File: src/rtl/perf_counter_bank_if.sv
// Purpose: control and readout signals of the performance counter bank.
// Latency: n/a (signal bundle only).
// Backpressure: none; event pulses and readout are fire-and-forget.
interface perf_counter_bank_if #(
    parameter int CHANNELS = 4,
    parameter int WIDTH    = 32,
    parameter int IDX_W    = 2
);
    logic                en;
    logic [CHANNELS-1:0] events;
    logic [CHANNELS-1:0] clr;
    logic [IDX_W-1:0]    rd_idx;
    logic [WIDTH-1:0]    rd_data;
    logic [CHANNELS-1:0] ovf;
    logic                ready;
    logic [WIDTH-1:0]    cycles;

    // Hazard/control side: drives event pulses and readout select.
    modport master (
        output en, events, clr, rd_idx,
        input  rd_data, ovf, ready, cycles
    );

    // Counter bank side.
    modport slave (
        input  en, events, clr, rd_idx,
        output rd_data, ovf, ready, cycles
    );
endinterface

File: src/rtl/perf_counter_bank.sv
// Purpose: per-channel pipeline event counters plus cycle counter, gated by an N-cycle post-reset warm-up flag.
// Latency: counters update at the edge after an event pulse; rd_data is registered, 1 cycle after rd_idx.
// Backpressure: none; every event pulse counts (or saturates), nothing is ever stalled.
// Build option: define PERF_CNT_SATURATE_EN to make counters and cycles hold at all-ones instead of wrapping.
module perf_counter_bank #(
    parameter int CHANNELS = 4,
    parameter int WIDTH    = 32,
    parameter int IDX_W    = 2,
    parameter int WARMUP   = 1
) (
    input logic              clk,
    input logic              reset,
    perf_counter_bank_if.slave bus
);
    logic [7:0]          warm_cnt;
    logic                ready_q;
    logic [WIDTH-1:0]    cycles_q;
    logic [WIDTH-1:0]    cnt [CHANNELS];
    logic [CHANNELS-1:0] ovf_q;
    logic [WIDTH-1:0]    rd_q;
    logic [WIDTH-1:0]    rd_mux;
    logic                cnt_go;

    // Events only count once warmed up and globally enabled.
    assign cnt_go = ready_q & bus.en;

    // Warm-up: count reset-free edges up to WARMUP; ready rises on the edge that reaches it and sticks.
    always_ff @(posedge clk) begin
        if (reset) begin
            warm_cnt <= 8'd0;
            ready_q  <= 1'b0;
        end else begin
            if (warm_cnt != 8'(WARMUP))
                warm_cnt <= warm_cnt + 8'd1;
            if (warm_cnt == 8'(WARMUP - 1))
                ready_q <= 1'b1;
        end
    end

    // Free-running cycle count once ready; no overflow flag.
    always_ff @(posedge clk) begin
        if (reset)
            cycles_q <= '0;
`ifdef PERF_CNT_SATURATE_EN
        else if (ready_q && (cycles_q != '1))
            cycles_q <= cycles_q + WIDTH'(1);
`else
        else if (ready_q)
            cycles_q <= cycles_q + WIDTH'(1);
`endif
    end

    // Per-channel counters: clear beats event; overflow flag is sticky until clear.
    always_ff @(posedge clk) begin
        if (reset) begin
            for (int i = 0; i < CHANNELS; i++)
                cnt[i] <= '0;
            ovf_q <= '0;
        end else begin
            for (int i = 0; i < CHANNELS; i++) begin
                if (bus.clr[i]) begin
                    cnt[i]   <= '0;
                    ovf_q[i] <= 1'b0;
                end else if (cnt_go && bus.events[i]) begin
                    if (cnt[i] == '1) begin
                        ovf_q[i] <= 1'b1;
`ifndef PERF_CNT_SATURATE_EN
                        cnt[i]   <= '0;
`endif
                    end else begin
                        cnt[i] <= cnt[i] + WIDTH'(1);
                    end
                end
            end
        end
    end

    // Readout select; indices beyond the bank read as zero.
    always_comb begin
        rd_mux = '0;
        for (int i = 0; i < CHANNELS; i++)
            if (bus.rd_idx == IDX_W'(i))
                rd_mux = cnt[i];
    end

    // Registered readout of the pre-update counter value.
    always_ff @(posedge clk) begin
        if (reset)
            rd_q <= '0;
        else
            rd_q <= rd_mux;
    end

    assign bus.rd_data = rd_q;
    assign bus.ovf     = ovf_q;
    assign bus.ready   = ready_q;
    assign bus.cycles  = cycles_q;
endmodule
File: src/flat_wrapper.sv
// flat-port wrapper written by rule: the top's interface ports become plain ports
module perf_counter_bank_flat 
#(
    parameter int CHANNELS = 4,
    parameter int WIDTH    = 32,
    parameter int IDX_W    = 2,
    parameter int WARMUP   = 1
)
  (clk, reset, bus_en, bus_events, bus_clr, bus_rd_idx, bus_rd_data, bus_ovf, bus_ready, bus_cycles);
  perf_counter_bank_if #(.CHANNELS(CHANNELS), .WIDTH(WIDTH), .IDX_W(IDX_W)) bus_i ();
  input logic clk;
  input logic reset;
  input wire logic [$bits(bus_i.en)-1:0] bus_en;
  input wire logic [$bits(bus_i.events)-1:0] bus_events;
  input wire logic [$bits(bus_i.clr)-1:0] bus_clr;
  input wire logic [$bits(bus_i.rd_idx)-1:0] bus_rd_idx;
  output wire logic [$bits(bus_i.rd_data)-1:0] bus_rd_data;
  output wire logic [$bits(bus_i.ovf)-1:0] bus_ovf;
  output wire logic [$bits(bus_i.ready)-1:0] bus_ready;
  output wire logic [$bits(bus_i.cycles)-1:0] bus_cycles;
  assign bus_i.en = bus_en;
  assign bus_i.events = bus_events;
  assign bus_i.clr = bus_clr;
  assign bus_i.rd_idx = bus_rd_idx;
  assign bus_rd_data = bus_i.rd_data;
  assign bus_ovf = bus_i.ovf;
  assign bus_ready = bus_i.ready;
  assign bus_cycles = bus_i.cycles;
  perf_counter_bank #(.CHANNELS(CHANNELS), .WIDTH(WIDTH), .IDX_W(IDX_W), .WARMUP(WARMUP)) u_core (.clk(clk), .reset(reset), .bus(bus_i));
endmodule
File: config.mk
export PLATFORM = sky130hd
export DESIGN_NAME = perf_counter_bank_flat
export DESIGN_NICKNAME = d
export VERILOG_FILES = /design/src/rtl/perf_counter_bank_if.sv /design/src/rtl/perf_counter_bank.sv /design/src/flat_wrapper.sv
export SDC_FILE = /design/constraint.sdc
export NUM_CORES = 1
export LEC_CHECK = 0
export CAP_MARGIN = 15
export CELL_PAD_IN_SITES_DETAIL_PLACEMENT = 1
export CELL_PAD_IN_SITES_GLOBAL_PLACEMENT = 1
export CORE_MARGIN = 10
export CORE_UTILIZATION = 25
export CTS_CLUSTER_DIAMETER = 40
export DETAILED_ROUTE_END_ITERATION = 8
export PLACE_DENSITY_LB_ADDON = 0.12
export SYNTH_ARGS = -nofsm -noshare
export SYNTH_HDL_FRONTEND = slang
export SYNTH_SLANG_ARGS = --single-unit
File: constraint.sdc
create_clock -name clk -period 2.2 [get_ports clk]
set_input_delay 0.55 -clock clk [delete_from_list [all_inputs] [get_ports clk]]
set_output_delay 0.55 -clock clk [all_outputs]
set_load 0.02 [all_outputs]
==> results of run 1 <==
[how the worst max path moves through the flow]
| stage | slack (ns) | cells after the start | to |
|---|---|---|---|
| after floorplan | 0.06 | 8 | u_core.cnt[1][23]$_SDFFCE_PN0P_ |
| after CTS | 0.001 | 1 | bus_cycles[25] |
| after detailed placement | -0.04 | 6 | u_core.cnt[3][19]$_SDFFCE_PN0P_ |
| after global routing | -0.01 | 6 | u_core.cnt[1][25]$_SDFFCE_PN0P_ |
| final | 0.06 | 1 | bus_cycles[13] |
| after global placement | 0.04 | 7 | u_core.cnt[2][6]$_SDFFCE_PN0P_ |
[layout by cell type (no fill, tap or decap), types with 11 or more instances in the layout]
cell type,instances
edfxtp_1,128
o21ai_0,14
nor3_1,15
dfxtp_1,77
nand4_1,59
a21oi_1,18
nor2_1,171
xnor2_1,40
inv_1,16
nor2b_1,32
mux4_2,32
nand3_1,67
xor2_1,98
nand2_1,51
and3_1,27
clkbuf_16,51
buf_12,12
buf_4,126
and4_1,16
clkdlybuf4s50_1,62
clkbuf_8,11
or3_1,13
[state kept, by name (all words and copies together), names as in the netlist]
signal / count
u_core.warm_cnt: 8
u_core.bus.rd_data: 32
u_core.bus.cycles: 32
u_core.bus.ovf: 4
u_core.cnt: 128
u_core.bus.ready: 1
[layout make-up]
| cell class | instances | area [um^2] |
|---|---|---|
| clock buffer | 69 | 1430 |
| clock inverter | 19 | 213 |
| fill | 4471 | 26300 |
| inverter | 16 | 60.1 |
| multi-input combinational | 721 | 4910 |
| sequential | 205 | 5390 |
| tap | 532 | 666 |
| timing repair buffer | 221 | 2030 |
[kinds of logic (layout without fill, tap and decap cells)]
| family | after synthesis | after routing |
|---|---|---|
| adder cells (fa/ha/maj) | 8 | 8 |
| AND/OR/NAND/NOR | 496 | 496 |
| flip-flops | 205 | 205 |
| AO/OA/AOI/OAI | 44 | 44 |
| XOR/XNOR | 138 | 138 |
| buffers and inverters | 50 | 325 |
| multiplexers | 35 | 35 |
[power groups by stage]
stage / Combinational, mW / Clock [mW] / Sequential, mW
finish: 1.19 / 7.21 / 4.56
global route: 1.31 / 7.61 / 4.59
CTS: 1.21 / 7.41 / 4.56
global placement: 1.20 / 0 / 4.62
detailed placement: 1.21 / 0 / 4.62
floorplan: 0.515 / 0 / 4.67
[routing by layer]
| metal | up-vias | wire length [um] | GRT usage |
|---|---|---|---|
| met1 | 4178 | 16500 | 0.186 |
| met2 | 138 | 15900 | 0.216 |
| met4 | 0 | 741 | 0.0421 |
| li1 | 4020 | - | - |
| met5 | - | 0 | 0 |
| met3 | 55 | 1770 | 0.0325 |
[what timing repair did]
action	CTS	global route
resized for setup	9	25
gates cloned	0	2
setup endpoints to repair	9	102
pin swaps	0	5
setup buffers	0	1
==> metrics.md, run 1 <==
| Metric | Value |
|---|---|
| CP Class | reg2out |
| Seq/Total Area, Yosys | 0.516 |
| Place WS | -0.0414 ns |
| Fmax | 0.467 GHz |
| PD cells | 882 nW/um^2 |
| Final min period | 2.14 ns |
| Initial Util | 0.254 |
| Row count | 74 |
| P_int | 9.83 mW |
| Sw Share | 0.241 |
| Vias in the first global route | 8,861 |
| Fraction of layout cells with a size suffix above 1 | 0.225 |
| Share of flip-flops with an asynchronous set or reset | 0 |
| R2R setup slack | 0.08 ns |
| # diodes | 0 |
| CTS tree | built |
| Detailed Place HPWL | 25,400 um |
| Unrepaired setup endpoints after global routing | true |
| Fin worst setup slack | 0.0587 ns |
| Routed Wire Length | 34,900 um |
| Post-synth EDFFs | 128 |
| Library cells used by synthesis | 44 |
| Top cells by area, synth | edfxtp_1 (37%), dfxtp_1 (15%), xor2_1 (8.2%) |
| Most numerous cell in the Yosys netlist | nor2_1 |
| Actual slew at the worst max-slew pin | 0.536 ns |
| Synth Area per Inst | 10.7 um^2 |
| IO Port Bufs | 81 |
| Comb power frac | 0.092 |
| Synth Area in Adders | 0.00960 |
| DP Area | 12,900 um^2 |
| Total number of vias | 8,391 |
| Hold Violations, Final | 0 |
| Synthesis warning total | 0 |
| Slowest cell on the critical path | clkdlybuf4s50_1 |
| Routed len/inst | 19.6 um |
| Crit end category | output pin |
| Main flop type after synthesis | edfxtp_1 |
| Rel. slew slack | 0.641 |
| Setup TNS | 0 ns |
| DR pass1 iterations | 4 |
| Die Wd | 224 um |
| Hold path endpoint | u_core.bus.rd_data[27]$_SDFF_PP0_ |
| Largest family of logic cells by synthesized area | simple AND/OR/NAND/NOR gates |
| Post-DRT Antenna Nets | 0 |
| GRT Util Overall | 0.138 |
| Clk pwr share | 0.556 |
| Worst Path Buf+Inv | 1 |
| Slew Limit Fails | 0 |
| Leak | 5.46 nW |
| Pin count of the biggest net entering global routing | 33 |
| Cell count after placement | 1,692 |
| Hold WC Path Type | in2reg |
| Final setup skew | 0.0180 ns |
| Total CTS buffers | 48 |
| Crit Reg-Reg Startpoint | u_core.cnt[1][17]$_SDFFCE_PN0P_ |
| Crit-path cells | clkdlybuf4s50_1 |
| DRC viols | 0 |
| Core area | 41,000 um^2 |
| Post-synthesis simple-gate area fraction | 0.241 |
| Synth top cells by count | nor2_1 (173), edfxtp_1 (128), xor2_1 (98) |
| Final setup viols | 0 |
| Nets | 1,234 |
| Post-Layout Cell Count | 1,783 |
| Mux cell area share after synthesis | 0.0720 |
| Hold Path Depth | 2 |
| Hold Crit Start | reset |
| Top cell type's share of synthesized area | 0.369 |
| Clock Path Buffers | 3 |
| Netlist Area Pre-Place | 10,400 um^2 |
| GPL Wtd Cong | 0.767 |
| Part of the power in registers | 0.352 |
| Net Switching | 3.12 mW |
| FF+latch count, synth | 205 |
| Yosys top cell by area | edfxtp_1 |
| Final hold slack | 0.401 ns |
| Max-cap violation count | 0 |
| Top Family by Delay on Critical Path | buffers and inverters |
| CP required | 1.65 ns |
| H-Tree Depth | 2 |
| Area grow syn2layout | 40.9% |
| Die area | 50,300 um^2 |
| Synth Instances | 976 |
| Synth Area in XOR/XNOR | 0.116 |
| Final Power | 13.0 mW |
| Synthesized net count | 997 |
| First-pass GRT wire length | 53,700 um |
| Root Buffer Master | clkbuf_16 |
| Initial antenna violation count | 2 |
| Compound-Gate Fraction of Synth Area | 0.0239 |
| DRC marker count from the first detailed-route iteration | 384 |
| Max IR drop VDD | 0.000501 V |
| Post-route design area | 14,700 um^2 |
| Final period util | 0.973 |
| # IOs | 82 |
| Max stage delay on crit path | 0.64 ns |
| RR Endpoint | u_core.cnt[1][4]$_SDFFCE_PN0P_ |
| Vias/cell | 4.71 |
| Worst r2r path cells | 6 |
| Clk sink count | 205 |
| Setup crit start kind | flop |
| Status | finished clean |
| Worst skew pair latency | 0.56 ns |
| Die height | 224 um |
| Hold_buf cts | 0 |
| Worst Setup SP | u_core.bus.cycles[13]$_SDFFE_PP0P_ |
| Gr ovfl total | 0 |
| Clock-pin slew on the worst setup and hold paths | 0.05 ns |
| WP data arrival | 1.59 ns |
| CP max FO | 4 |
| Final core utilization | 0.358 |
(Power assumes the default switching activity.)
==> run 2: changes to the inputs <==
--- a/config.mk
+++ b/config.mk
@@ -13,6 +13,7 @@
 export CTS_CLUSTER_DIAMETER = 40
 export DETAILED_ROUTE_END_ITERATION = 8
 export PLACE_DENSITY_LB_ADDON = 0.12
+export SLEW_MARGIN = 20
 export SYNTH_ARGS = -nofsm -noshare
 export SYNTH_HDL_FRONTEND = slang
 export SYNTH_SLANG_ARGS = --single-unit
==> constraint.sdc (replaced) <==
create_clock -name clk -period 2.5 [get_ports clk]
set_input_delay 0.625 -clock clk [delete_from_list [all_inputs] [get_ports clk]]
set_output_delay 0.625 -clock clk [all_outputs]
set_load 0.02 [all_outputs]
==> run 2 against run 1 <==
- sequential power fell by 11%
- via count decreased by 3.3%
- largest power group unchanged
- cell count shrank 4.0%
- global-route usage decreased by 0.41 points
- clock skew is 0.0030 ns higher
- register-to-register slack better by 0.16 ns
- hold slack improved by 0.074 ns
- worst setup slack better by 0.12 ns
- critical path depth is the same
==> metrics.md, run 2 (synthesized netlist as in run 1, its figures left out) <==
| Metric | Value |
|---|---|
| Status | finished clean (unchanged) |
| Commonest non-fill, non-tap cell in the layout | nor2_1 (unchanged) |
| Rel. slew slack | 0.592 (was 0.641) |
| Worst Setup SP | u_core.bus.ready$_SDFFE_PP0N_ (was u_core.bus.cycles[13]$_SDFFE_PP0P_) |
| Fin worst setup slack | 0.177 ns (was 0.0587 ns) |
| Max IR drop VDD | 0.000477 V (was 0.000501 V) |
| Die area | 50,300 um^2 (unchanged) |
| Routed Wire Length | 33,400 um (was 34,900 um) |
| Slew Limit Fails | 0 (unchanged) |
| Detailed Place HPWL | 24,100 um (was 25,400 um) |
| Initial Util | 0.254 (unchanged) |
| Hold WC Path Type | reg2reg (was in2reg) |
| Hold_buf cts | 0 (unchanged) |
| PostCTS Resize Cnt | 0 (was 9) |
| Worst Path Buf+Inv | 1 (unchanged) |
| WP data arrival | 1.70 ns (was 1.59 ns) |
| Final core utilization | 0.339 (was 0.358) |
| Gr ovfl total | 0 (unchanged) |
| Worst skew pair latency | 0.57 ns (was 0.56 ns) |
| CP required | 1.88 ns (was 1.65 ns) |
| Post-Layout Cell Count | 1,712 (was 1,783) |
| GRT Util Overall | 0.134 (was 0.138) |
| Hold Crit Start | u_core.bus.ovf[2]$_SDFFE_PP0N_ (was reset) |
| Clock-pin slew on the worst setup and hold paths | 0.05 ns (about the same) |
| Part of the power in registers | 0.377 (was 0.352) |
| Post-route design area | 13,900 um^2 (was 14,700 um^2) |
| Max reg flops | 128 (unchanged) |
| Post-DRT Antenna Nets | 0 (unchanged) |
| Crit Reg-Reg Startpoint | u_core.cnt[2][13]$_SDFFCE_PN0P_ (was u_core.cnt[1][17]$_SDFFCE_PN0P_) |
| Vias in the first global route | 8,442 (was 8,861) |
| Setup TNS | 0 ns (unchanged) |
| IO Port Bufs | 81 (unchanged) |
| Fraction of layout cells with a size suffix above 1 | 0.164 (was 0.225) |
| Total number of vias | 8,113 (was 8,391) |
| DP Area | 12,400 um^2 (was 12,900 um^2) |
| Slowest cell on the critical path | clkdlybuf4s50_1 (unchanged) |
| Row count | 74 (unchanged) |
| Unrepaired setup endpoints after global routing | false (was true) |
| Most frequent cells in the layout | nor2_1 (173), edfxtp_1 (128), xor2_1 (98), clkdlybuf4s50_1 (79), dfxtp_1 (77) (was nor2_1 (171), edfxtp_1 (128), buf_4 (126), xor2_1 (98), dfxtp_1 (77)) |
| Crit end category | output pin (unchanged) |
| Sw Share | 0.260 (was 0.241) |
| Final period util | 0.929 |
| Actual slew at the worst max-slew pin | 0.606 ns (was 0.536 ns) |
| Vias/cell | 4.74 (was 4.71) |
| CP Class | reg2out (unchanged) |
| DR pass1 iterations | 4 (unchanged) |
| Final setup skew | 0.0209 ns (was 0.0180 ns) |
| Final min period | 2.32 ns |
| Cell count after placement | 1,628 (was 1,692) |
| Initial antenna violation count | 0 (was 2) |
| Routed len/inst | 19.5 um (was 19.6 um) |
| Filler cell count | 4,547 (was 4,471) |
| Pin count of the biggest net entering global routing | 33 (unchanged) |
| CTS tree | built (unchanged) |
| Clk pwr share | 0.543 (was 0.556) |
| First-pass GRT wire length | 52,200 um (was 53,700 um) |
| Final setup viols | 0 (unchanged) |
| Clock Path Buffers | 3 (unchanged) |
| Hold Violations, Final | 0 (unchanged) |
| # IOs | 82 (unchanged) |
| Net Switching | 2.81 mW (was 3.12 mW) |
| Clk sink count | 205 (unchanged) |
| Die height | 224 um (unchanged) |
| Total CTS buffers | 45 (was 48) |
| Die Wd | 224 um (unchanged) |
| Comb power frac | 0.081 (was 0.092) |
| Number of post-CTS setup repair buffers | 0 (unchanged) |
| Core area | 41,000 um^2 (unchanged) |
| P_int | 8.00 mW (was 9.83 mW) |
| Largest Register | u_core.cnt (unchanged) |
| H-Tree Depth | 2 (unchanged) |
| DRC marker count from the first detailed-route iteration | 343 (was 384) |
| DRC viols | 0 (unchanged) |
| Leak | 4.82 nW (was 5.46 nW) |
| Place WS | 0.0847 ns (was -0.0414 ns) |
| CP max FO | 5 (was 4) |
| Area grow syn2layout | 33.4% (was 40.9%) |
| Setup crit start kind | flop (unchanged) |
| Fmax | 0.430 GHz |
| Max stage delay on crit path | 0.67 ns (was 0.64 ns) |
| Nets | 1,164 (was 1,234) |
| Root Buffer Master | clkbuf_16 (unchanged) |
| GPL Wtd Cong | 0.826 (was 0.767) |
| Max-cap violation count | 0 (unchanged) |
| PD cells | 778 nW/um^2 (was 882 nW/um^2) |
| Crit-path cells | clkdlybuf4s50_1 (unchanged) |
| Top Family by Delay on Critical Path | buffers and inverters (unchanged) |
## run 2: power groups by stage
stage | Combinational (mW) | Clock (mW) | Sequential (mW)
6_report | 0.874 | 5.87 | 4.07
5_1_grt | 0.966 | 6.20 | 4.11
4_1_cts | 0.894 | 6.03 | 4.08
3_5_place_dp | 0.890 | 0 | 4.14
3_3_place_gp | 0.887 | 0 | 4.14
2_1_floorplan | 0.451 | 0 | 4.11
## run 2: metrics by stage
stage,total power [mW],hold slack (ns)
detailed placement,5.03,0.462
floorplan,4.56,0.471
global placement,5.02,0.461
global route,11.3,0.497
CTS,11.0,0.473
finish,10.8,0.475
## run 2: final timing paths
kind | to | slack [ns] | cells past startpoint
max | bus_ready | 0.18 | 1
min | u_core.bus.ovf[2]$_SDFFE_PP0N_ | 0.47 | 1
max reg2reg | u_core.cnt[2][11]$_SDFFCE_PN0P_ | 0.24 | 7
min reg2reg | u_core.bus.ovf[2]$_SDFFE_PP0N_ | 0.47 | 1
## run 2: cell type report
type                            instances  area [um^2]  area share
Timing Repair Buffer                  154         1460       0.105
Multi-Input combinational cell        721         4830       0.347
Inverter                               16         60.1     0.00432
Clock inverter                         26          214      0.0154
Tap cell                              532          666      0.0479
Clock buffer                           57         1290      0.0926
Sequential cell                       205         5390       0.387
Antenna cell                            1         2.50    0.000180
## run 2: per-layer routing
layer	track usage	wire (um)	share of wire
met1	0.185	16100	0.48
met2	0.204	15000	0.45
met3	0.0291	1530	0.046
met4	0.0447	776	0.023
met5	0	0	0
## run 2: worst register-to-register path, stage by stage, from the launching register on
cell and delay [ns]:
edfxtp_1 0.46, nand4_1 0.22, nor4_1 0.35, buf_4 0.18
nand3_1 0.15, o21ai_2 0.17, buf_4 0.36, nor2_1 0.10
